===== src/rtl/disp_pkg.sv =====
// -----------------------------------------------------------------------------
// disp_pkg
// Shared definitions for the multi-digit BCD scan display:
//   - active-low seven-segment glyph constants, packed {a,b,c,d,e,f,g}
//   - converter FSM state encoding
//   - seg_decode(nibble): BCD nibble -> active-low glyph (10..15 -> blank)
//   - max_val(digits):    largest value representable on `digits` digits
// -----------------------------------------------------------------------------
package disp_pkg;

  localparam logic [6:0] SEG_BLANK = 7'b1111111;
  localparam logic [6:0] SEG_DASH  = 7'b1111110;

  // 7448 glyphs (6 and 9 without tails), index 0 is the rightmost element.
  localparam logic [9:0][6:0] SEG_DIGIT = {
    7'b0001100,   // 9
    7'b0000000,   // 8
    7'b0001111,   // 7
    7'b1100000,   // 6
    7'b0100100,   // 5
    7'b1001100,   // 4
    7'b0000110,   // 3
    7'b0010010,   // 2
    7'b1001111,   // 1
    7'b0000001    // 0
  };

  typedef enum logic [1:0] {
    CONV_IDLE,
    CONV_SHIFT,
    CONV_COMMIT
  } conv_state_e;

  function automatic logic [6:0] seg_decode(input logic [3:0] nibble);
    logic [6:0] seg;
    case (nibble)
      4'd0:    seg = SEG_DIGIT[0];
      4'd1:    seg = SEG_DIGIT[1];
      4'd2:    seg = SEG_DIGIT[2];
      4'd3:    seg = SEG_DIGIT[3];
      4'd4:    seg = SEG_DIGIT[4];
      4'd5:    seg = SEG_DIGIT[5];
      4'd6:    seg = SEG_DIGIT[6];
      4'd7:    seg = SEG_DIGIT[7];
      4'd8:    seg = SEG_DIGIT[8];
      4'd9:    seg = SEG_DIGIT[9];
      default: seg = SEG_BLANK;
    endcase
    return seg;
  endfunction

  function automatic logic [63:0] max_val(input int digits);
    logic [63:0] p;
    p = 64'd1;
    for (int i = 0; i < digits; i++) begin
      p = p * 64'd10;
    end
    return p - 64'd1;
  endfunction

endpackage


===== src/rtl/bin_to_bcd_seq.sv =====
// -----------------------------------------------------------------------------
// bin_to_bcd_seq
// Sequential shift-add-3 (double-dabble) binary to BCD converter.
// One iteration per clock; BIN_W iterations followed by a one-cycle COMMIT.
//   clk    in   system clock
//   reset  in   synchronous active-high reset
//   start  in   begin conversion of bin (honoured only while idle)
//   bin    in   BIN_W-bit unsigned value
//   busy   out  high from the start edge until COMMIT completes
//   done   out  high during the COMMIT cycle; bcd is final while it is high
//   bcd    out  DIGITS packed BCD nibbles, digit 0 in bits [3:0]
// -----------------------------------------------------------------------------
module bin_to_bcd_seq
  import disp_pkg::*;
#(
  parameter int BIN_W  = 27,
  parameter int DIGITS = 8
) (
  input  logic                  clk,
  input  logic                  reset,
  input  logic                  start,
  input  logic [BIN_W-1:0]      bin,
  output logic                  busy,
  output logic                  done,
  output logic [4*DIGITS-1:0]   bcd
);

  localparam int                CNT_W     = $clog2(BIN_W + 1);
  localparam logic [CNT_W-1:0]  LAST_ITER = CNT_W'(BIN_W - 1);

  conv_state_e             state_q, state_d;
  logic [BIN_W-1:0]        bin_q, bin_d;
  logic [4*DIGITS-1:0]     bcd_q, bcd_d;
  logic [CNT_W-1:0]        cnt_q, cnt_d;
  logic [4*DIGITS-1:0]     bcd_adj;

  // Pre-shift correction: any nibble >= 5 would exceed 9 after doubling.
  function automatic logic [4*DIGITS-1:0] add3(input logic [4*DIGITS-1:0] v);
    logic [4*DIGITS-1:0] r;
    r = v;
    for (int i = 0; i < DIGITS; i++) begin
      if (v[4*i +: 4] >= 4'd5) begin
        r[4*i +: 4] = v[4*i +: 4] + 4'd3;
      end
    end
    return r;
  endfunction

  always_comb begin
    state_d = state_q;
    bin_d   = bin_q;
    bcd_d   = bcd_q;
    cnt_d   = cnt_q;
    bcd_adj = add3(bcd_q);
    case (state_q)
      CONV_IDLE: begin
        if (start) begin
          bin_d   = bin;
          bcd_d   = '0;
          cnt_d   = '0;
          state_d = CONV_SHIFT;
        end
      end
      CONV_SHIFT: begin
        bcd_d = {bcd_adj[4*DIGITS-2:0], bin_q[BIN_W-1]};
        bin_d = {bin_q[BIN_W-2:0], 1'b0};
        cnt_d = cnt_q + CNT_W'(1);
        if (cnt_q == LAST_ITER) begin
          state_d = CONV_COMMIT;
        end
      end
      CONV_COMMIT: begin
        state_d = CONV_IDLE;
      end
      default: begin
        state_d = CONV_IDLE;
      end
    endcase
  end

  always_ff @(posedge clk) begin
    if (reset) begin
      state_q <= CONV_IDLE;
      bin_q   <= '0;
      bcd_q   <= '0;
      cnt_q   <= '0;
    end else begin
      state_q <= state_d;
      bin_q   <= bin_d;
      bcd_q   <= bcd_d;
      cnt_q   <= cnt_d;
    end
  end

  assign busy = (state_q != CONV_IDLE);
  assign done = (state_q == CONV_COMMIT);
  assign bcd  = bcd_q;

endmodule


===== src/rtl/bcd_scan_display.sv =====
// -----------------------------------------------------------------------------
// bcd_scan_display
// Converts a binary value to DIGITS BCD digits and scans them onto a shared
// active-low seven-segment bus with per-digit active-low anodes.
//   clk          in   system clock
//   reset        in   synchronous active-high reset
//   bin_in       in   BIN_W-bit unsigned value, captured on accepted load
//   load         in   conversion request, accepted only while busy=0
//   busy         out  conversion in progress
//   done         out  one-cycle pulse when new digits are committed
//   overflow     out  last accepted bin_in exceeded 10^DIGITS-1
//   Seg_a..Seg_g out  active-low segments for the scanned digit
//   AN           out  active-low anode enables, one-cold
// -----------------------------------------------------------------------------
module bcd_scan_display
  import disp_pkg::*;
#(
  parameter int DIGITS      = 8,
  parameter int BIN_W       = 27,
  parameter int REFRESH_DIV = 100000,
  parameter int LZ_BLANK    = 1
) (
  input  logic               clk,
  input  logic               reset,
  input  logic [BIN_W-1:0]   bin_in,
  input  logic               load,
  output logic               busy,
  output logic               done,
  output logic               overflow,
  output logic               Seg_a,
  output logic               Seg_b,
  output logic               Seg_c,
  output logic               Seg_d,
  output logic               Seg_e,
  output logic               Seg_f,
  output logic               Seg_g,
  output logic [DIGITS-1:0]  AN
);

  localparam logic [63:0]       MAX_VAL  = max_val(DIGITS);
  localparam int                DIV_W    = $clog2(REFRESH_DIV);
  localparam int                IDX_W    = (DIGITS > 1) ? $clog2(DIGITS) : 1;
  localparam logic [DIV_W-1:0]  DIV_LAST = DIV_W'(REFRESH_DIV - 1);
  localparam logic [IDX_W-1:0]  IDX_LAST = IDX_W'(DIGITS - 1);

  logic                  conv_busy;
  logic                  conv_done;
  logic [4*DIGITS-1:0]   conv_bcd;
  logic                  accept;

  logic                  ovf_q, ovf_d;
  logic [4*DIGITS-1:0]   disp_q, disp_d;
  logic                  disp_ovf_q, disp_ovf_d;
  logic                  done_q, done_d;
  logic [DIV_W-1:0]      div_q, div_d;
  logic [IDX_W-1:0]      idx_q, idx_d;
  logic [6:0]            seg_q, seg_d;
  logic [DIGITS-1:0]     an_q, an_d;

  logic [DIGITS-1:0]     blank;
  logic                  higher_nz;
  logic [3:0]            cur_nib;
  logic                  cur_blank;

  assign accept = load & ~conv_busy;

  bin_to_bcd_seq #(
    .BIN_W  (BIN_W),
    .DIGITS (DIGITS)
  ) u_conv (
    .clk   (clk),
    .reset (reset),
    .start (accept),
    .bin   (bin_in),
    .busy  (conv_busy),
    .done  (conv_done),
    .bcd   (conv_bcd)
  );

  // Digit i>0 is a leading zero when it and every digit above it are zero.
  always_comb begin
    blank     = '0;
    higher_nz = 1'b0;
    for (int i = DIGITS - 1; i > 0; i--) begin
      higher_nz = higher_nz | (disp_q[4*i +: 4] != 4'd0);
      blank[i]  = (LZ_BLANK != 0) && !higher_nz;
    end
  end

  always_comb begin
    cur_nib   = '0;
    cur_blank = 1'b0;
    an_d      = '1;
    for (int i = 0; i < DIGITS; i++) begin
      if (idx_q == IDX_W'(i)) begin
        cur_nib   = disp_q[4*i +: 4];
        cur_blank = blank[i];
        an_d[i]   = 1'b0;
      end
    end
  end

  always_comb begin
    ovf_d      = ovf_q;
    disp_d     = disp_q;
    disp_ovf_d = disp_ovf_q;
    done_d     = conv_done;
    div_d      = div_q + DIV_W'(1);
    idx_d      = idx_q;

    if (accept) begin
      ovf_d = 64'(bin_in) > MAX_VAL;
    end

    // The overflow flag travels with the committed digits so dashes only
    // appear once the matching conversion is on display.
    if (conv_done) begin
      disp_d     = conv_bcd;
      disp_ovf_d = ovf_q;
    end

    if (div_q == DIV_LAST) begin
      div_d = '0;
      idx_d = (idx_q == IDX_LAST) ? '0 : idx_q + IDX_W'(1);
    end

    if (disp_ovf_q) begin
      seg_d = SEG_DASH;
    end else if (cur_blank) begin
      seg_d = SEG_BLANK;
    end else begin
      seg_d = seg_decode(cur_nib);
    end
  end

  always_ff @(posedge clk) begin
    if (reset) begin
      ovf_q      <= 1'b0;
      disp_q     <= '0;
      disp_ovf_q <= 1'b0;
      done_q     <= 1'b0;
      div_q      <= '0;
      idx_q      <= '0;
      seg_q      <= '1;
      an_q       <= '1;
    end else begin
      ovf_q      <= ovf_d;
      disp_q     <= disp_d;
      disp_ovf_q <= disp_ovf_d;
      done_q     <= done_d;
      div_q      <= div_d;
      idx_q      <= idx_d;
      seg_q      <= seg_d;
      an_q       <= an_d;
    end
  end

  assign busy     = conv_busy;
  assign done     = done_q;
  assign overflow = ovf_q;
  assign Seg_a    = seg_q[6];
  assign Seg_b    = seg_q[5];
  assign Seg_c    = seg_q[4];
  assign Seg_d    = seg_q[3];
  assign Seg_e    = seg_q[2];
  assign Seg_f    = seg_q[1];
  assign Seg_g    = seg_q[0];
  assign AN       = an_q;

endmodule


===== config.mk =====
export PLATFORM = sky130hd
export DESIGN_NAME = bcd_scan_display
export DESIGN_NICKNAME = d
export VERILOG_FILES = /design/src/rtl/disp_pkg.sv /design/src/rtl/bin_to_bcd_seq.sv /design/src/rtl/bcd_scan_display.sv
export SDC_FILE = /design/constraint.sdc
export NUM_CORES = 1
export LEC_CHECK = 0
export BUFFER_PORTS_ARGS = -buffer_cell sky130_fd_sc_hd__buf_2
export CORE_MARGIN = 10
export CORE_UTILIZATION = 60
export DETAILED_ROUTE_END_ITERATION = 7
export HOLD_SLACK_MARGIN = 0.1
export MAX_ROUTING_LAYER = met4
export PLACE_DENSITY = 0.8
export SLEW_MARGIN = 20
export SYNTH_ARGS = -nofsm -noshare
export SYNTH_HDL_FRONTEND = slang
export SYNTH_SLANG_ARGS = --single-unit

===== constraint.sdc =====
create_clock -name clk -period 3.73 [get_ports clk]
set_input_delay 0.373 -clock clk [delete_from_list [all_inputs] [get_ports clk]]
set_output_delay 0.373 -clock clk [all_outputs]
set_load 0.02 [all_outputs]

Yosys cells after proc, flatten, opt, wreduce, memory -nomap -nowiden
Memory sizes are Yosys's and may differ from the RTL's.
Cells that the tools add are included.

cells by class
  add/subtract/negate cells = 11
  $lt $le $gt $ge = 9
  equal/unequal tests = 13
  multiplexer cells = 43
  bitwise operators = 8
  reductions and logical operators = 22

operators by type and width
  kind                   number
  $pmux 32 s2            1
  $mux 4                 15
  $pmux 27 s2            1
  $ge 4x3->1 const B     8
  $mux 32                1
  $add 4x2->4 const B    7
  $reduce_bool 4->1      7
  $gt 27x27->1 const B   1
  $mux 27                1
  $add 17x1->17 const B  1
  $eq 17x17->1 const B   1
  $mux 1                 17
  $eq 3x3->1 const B     4
  $pmux 5 s2             1
  $logic_not 1->1        7
  $eq 3x2->1 const B     2
  $mux 3                 2
  $or 1x1->1             6
  $add 5x1->5 const B    1
  $eq 5x5->1 const B     1
  $mux 5                 1
  $mux 2                 2
  $pmux 2 s2             1
  $reduce_and 2->1       2
  other kinds (14)       15

storage, ports and cells
  register bits after elaboration = 136
  memory bits (read-only) = 112
  input port bits = 30
  output and inout bits = 18
  logic and storage cells = 120
  memories kept = 1

memories
  name              words  bits a word  rd ports  clocked after memory_dff  wr ports  line            source
  (name not given)  16     7            1         0                         0         disp_pkg.sv:36  case (nibble)

Longest topological paths before layout
  depth in word-level cells = 17
  gate-level depth with buffers = 15
  mapped depth without buffers = 13

Hierarchy
From an unflattened synthesis, not the netlist that was laid out.

second synthesis, totals
  cells, all modules = 769
  area, all modules = 6713.9 sq um

by module, submodules not included
  module            times used  cells an instance  area each (sq um)  sequential area each (sq um)
  bin_to_bcd_seq    1           399                3440.8             1321.3
  bcd_scan_display  1           370                3273.1             1401.3

Least setup slack after synthesis
OpenSTA, ideal clock, no wires.

  path type = register to register
  start = register idx_q[2]
  end = register seg_q[1]
  setup time = 114 ps
  arrival = 2911 ps
  data required time = 3616 ps
  slack = 705 ps
  stages on the path, launching flop included = 14
  path buffers = 3
  clock period less this slack = 3025 ps
  path through = dfxtp_1 -> buf_6 -> clkbuf_1 -> inv_1 -> ha_1 -> clkbuf_1 -> a222oi_1 -> o21ai_0 -> o311ai_0 -> inv_1 -> ha_1 -> and2_1 -> or3_1 -> a21o_1

on the way
  longest elaborated chain between the ends = 10
  elaborated cells between the ends (all ways) = 25
  those cells by class = eq/ne (7); mux (15); reduce/logical (2); memory (1)

ends and longest elaborated chain
  element                   line                     source
  start: declaration        bcd_scan_display.sv:56   logic [IDX_W-1:0] idx_q, idx_d;
  start signal: assignment  bcd_scan_display.sv:152  idx_q <= idx_d;
  $logic_not 3->1           bcd_scan_display.sv:95   if (idx_q == IDX_W'(i)) begin
  $mux 4 (8 in series)      bcd_scan_display.sv:95
  $mem_v2 16x7              n/a
  end signal: assignment    bcd_scan_display.sv:153  seg_q <= seg_d;
  end: declaration          bcd_scan_display.sv:57   logic [6:0] seg_q, seg_d;

Parallel ways exist; a longest one is shown, timed or not.
A chain may end at the register's enable or synchronous reset.

Worst setup path in the final report
  start = register idx_q[0]
  end = register seg_q[1]

Same word-level chain as after synthesis.

==> results by group <==
Power
  • Pwr/cell area: 452 nW/um2
  • NetSw: 0.781 mW
  • Combinational power share: 5.8%
  • Flop pwr share: 45.1%
  • Switch share: 23.3%
  • VDD IR-drop max: 0.000317 V
  • Leak: 2.75 nW
  • Clock group share of total power: 49.1%
  • Overall Power: 3.35 mW
  • Internal: about 2.6 mW

Die
  • Chip width: around 120 um
  • Die Ht: 124 um
  • Initial Utilization: 61.0%
  • I/O pin cnt: 48
  • Site Rows: 38
  • Die area: roughly 15,000 um2
  • Core box area: 10,700 um2

GRT
  • All-Layer GR Usage: roughly 20%
  • Total gr overflow: 0
  • First-pass GRT wire length: between 20 and 30 mm
  • Vias in the first global route: 5,634
  • Initial antenna violation count: 0
  • Largest net degree at the start of global routing: 80

Logic synthesis
  • YS warnings: 0
  • Area contributors post-synth: dfxtp_1 42%, a21oi_1 7.4%, nand2_1 6.8%
  • Number of synthesized flops with an enable pin: 0
  • Post-Synthesis Net Count: 895
  • Flops & latches, synth: 136
  • Yosys cell types: 53
  • Share of Yosys cell area claimed by the top area cell type: 41.6%
  • Synthesized area: 6550 um2
  • Avg Cell Area, Syn: between 7 and 8 um2
  • Asr flop ratio synth: 0%
  • Leading area contributor after synthesis: dfxtp_1
  • Register area share after synthesis: between 40% and 50%
  • Top_reg_cell synth: dfxtp_1
  • Mapped Cells: roughly 830

Clock tree
  • Num CTS Buffers: 17
  • CTS root buf: clkbuf_8
  • CTS H-tree depth: 4
  • Max Root-Sink Buffers: 2
  • Worst-Skew Late Latency: 0.54 ns
  • CTS Hold Bufs: 1
  • Post-CTS setup buffers: 0
  • Clk slew on worst S/H paths: 0.06 ns
  • Cts repair resizes: 0
  • CTS tree: done
  • CTS Sinks: 136

STA
  • Worst-Margin Slew: 0.785 ns
  • Unrepaired setup endpoints after global routing: false
  • Rel. slew slack: approximately 48%
  • Total negative slack: 0 ns
  • F_max: 308 MHz
  • Final min period: 3.24 ns
  • Slew Viols, Final: 0
  • Period utilization: 87.0%
  • Final Hold Violating Endpoints: 0
  • Skew final: 0.00848 ns
  • Setup violations, final: 0

Critical path
  • Critical Path AT: 3.67 ns
  • Flop-to-flop setup slack: 0.49 ns
  • FF-to-FF Start: idx_q[0]
  • CP Buf/Inv Count: 1
  • Startpoint Class: register
  • Slowest stage delay, CP: 0.40 ns
  • Crit-path slowest cell: dfxtp_1
  • Nature of the critical path endpoint: register
  • Most Frequent Cell on Critical Path: ha_1
  • Reg2reg end: seg_q[1]
  • Crit path kind: register to register
  • WP data required: 4.16 ns
  • Delay-heaviest family, CP: compound AO/OA/AOI/OAI gates
  • Worst-case reg-to-reg path depth: 12
  • CP cell instances: ha_1 > ha_1 > or2_4 > a21oi_1 > a222oi_1 > o21ai_0 > o311ai_1 > inv_1 > ha_1 > and2_1 > or3_1 > a21o_1
  • Worst-path maximum fanout: 11

Final layout
  • Layout Nets: between 900 and 1,000
  • Area Overhead vs Synth: 13.3%
  • N_diodes: 0
  • FILL cells: approximately 900
  • Multi-input logic area: between 3000 and 4000 um2
  • Final Cell Area: 7420 um2
  • Layout cell share with drive strength beyond 1: 11.6%
  • Register area: 2720 um2

Routing
  • Routed wire length: 15.3 mm
  • Via count: 5,980
  • Initial DRT Pass Iterations: 5
  • DRT antenna net count: 0
  • Via-per-instance ratio: 5.91
  • Routed WL per cell: 15.2 um
  • DRT iter0 DRCs: about 500
  • DRC errors left: 0

Worst hold path
  • Hold WC Path Type: primary input to register
  • Hold path start: bin_in[9]
  • Worst hold endpoint: u_conv.bin_q[9]
  • WHS Path Cells: 3

Place
  • Placed Area: 6820 um2
  • Port Buffers: between 40 and 50
  • GP Congestion: approximately 0.9
  • DPL Wire Length: 10.2 mm

Outcome
  • Outcome: complete, no violations

Flow run
  • Max_cap viols: 0
## cell type report
type                    count  area share [%]
multi-input cells         614            47.0
clock inverters            11            1.62
flip-flops and latches    136            36.7
well taps                 140            2.36
clock buffers              21            6.32
inverters                  32            1.62
repair buffers             58            4.35
## sequential cells by signal (all words and copies together) (netlist names)
name	flops
idx_q	3
div_q	17
u_conv.state_q	2
overflow	1
u_conv.bcd	32
AN	8
seg_q	7
disp_ovf_q	1
u_conv.bin_q	27
done	1
u_conv.cnt_q	5
disp_q	32
## tightest hold or removal path, cell delays in order
cell and delay (ns):
buf_2 0.10, nor2_1 0.09, nor4_1 0.05
## power by group through the flow
stage,Sequential [mW],Combinational (mW),Clock [mW]
floorplan,1.54,0.126,0
global placement,1.54,0.186,0
detailed placement,1.54,0.193,0
CTS,1.51,0.195,1.66
global route,1.52,0.216,1.74
finish,1.51,0.196,1.65
## how the worst max path moves through the flow
stage	startpoint	to	slack [ns]	cells after the start
5_1_grt	idx_q[0]	seg_q[1]	0.15	11
4_1_cts	idx_q[0]	seg_q[1]	0.33	9
2_1_floorplan	idx_q[2]	seg_q[1]	0.70	13
3_5_place_dp	idx_q[0]	seg_q[1]	0.42	9
6_report	idx_q[0]	seg_q[1]	0.49	12
3_3_place_gp	idx_q[0]	seg_q[1]	0.57	12
## kinds of logic after synthesis
family / Yosys count / synth area share, %
AND/OR/NAND/NOR: 363 / 25.4
AO/OA/AOI/OAI: 187 / 17.3
flip-flops: 136 / 41.6
buffers and inverters: 84 / 5.37
XOR/XNOR: 31 / 4.15
adder cells (fa/ha/maj): 31 / 5.92
multiplexers: 2 / 0.306
## placed cells by master, fill, tap and decap left out, drive strengths merged, types with 3 or more instances in the layout
cell,count
nand3b,8
nand2,118
o21ai,28
xor2,17
o21bai,6
a211o,4
clkinvlp,3
ha,31
a31oi,9
or2,5
nor3,29
nor3b,4
a21oi,98
nor4,20
nor2,106
nor2b,6
or3,3
buf,57
a22oi,15
nand2b,16
clkinv,5
inv,33
dfxtp,136
nand3,31
nand4,9
a21o,6
xnor2,14
clkbuf,21
## cells in the mapped netlist (all sizes together) (2+ instances only)
master	count
or3	3
mux2i	2
dfxtp	136
o311ai	2
o31ai	2
a221oi	2
a211oi	2
a311oi	2
ha	31
nor3	29
nand2b	16
inv	32
buf	12
a222oi	2
nor3b	4
nor4	20
a21o	6
and2	2
nand4	9
a21oi	98
o21ai	28
nor2b	6
a2111oi	2
and3	2
a31oi	9
a211o	4
clkbuf	40
nor2	106
xnor2	14
a221o	2
nand3b	8
a22oi	15
or2	5
xor2	17
o21bai	6
nand2	118
nand3	31
## through the flow
step           util (%)  worst slack, ns  instances  hold slack, ns
2_1_floorplan         -            0.705        834           0.432
3_3_place_gp       63.4            0.568        979           0.441
3_5_place_dp       63.5            0.420        979           0.447
4_1_cts            69.0            0.330       1012           0.115
5_1_grt            69.1            0.149       1012           0.137
6_report           69.1            0.485       1012           0.131
## layer usage
layer / vias up / share of wire (%) / track usage [%]
met4: 0 / 1.5 / 7.61
met1: 2835 / 44 / 23.4
met3: 23 / 5.3 / 5.28
met5: - / 0 / -
met2: 203 / 49 / 31.9
li1: 2919 / - / -
No activity file was read; power rests on OpenSTA's default activity.
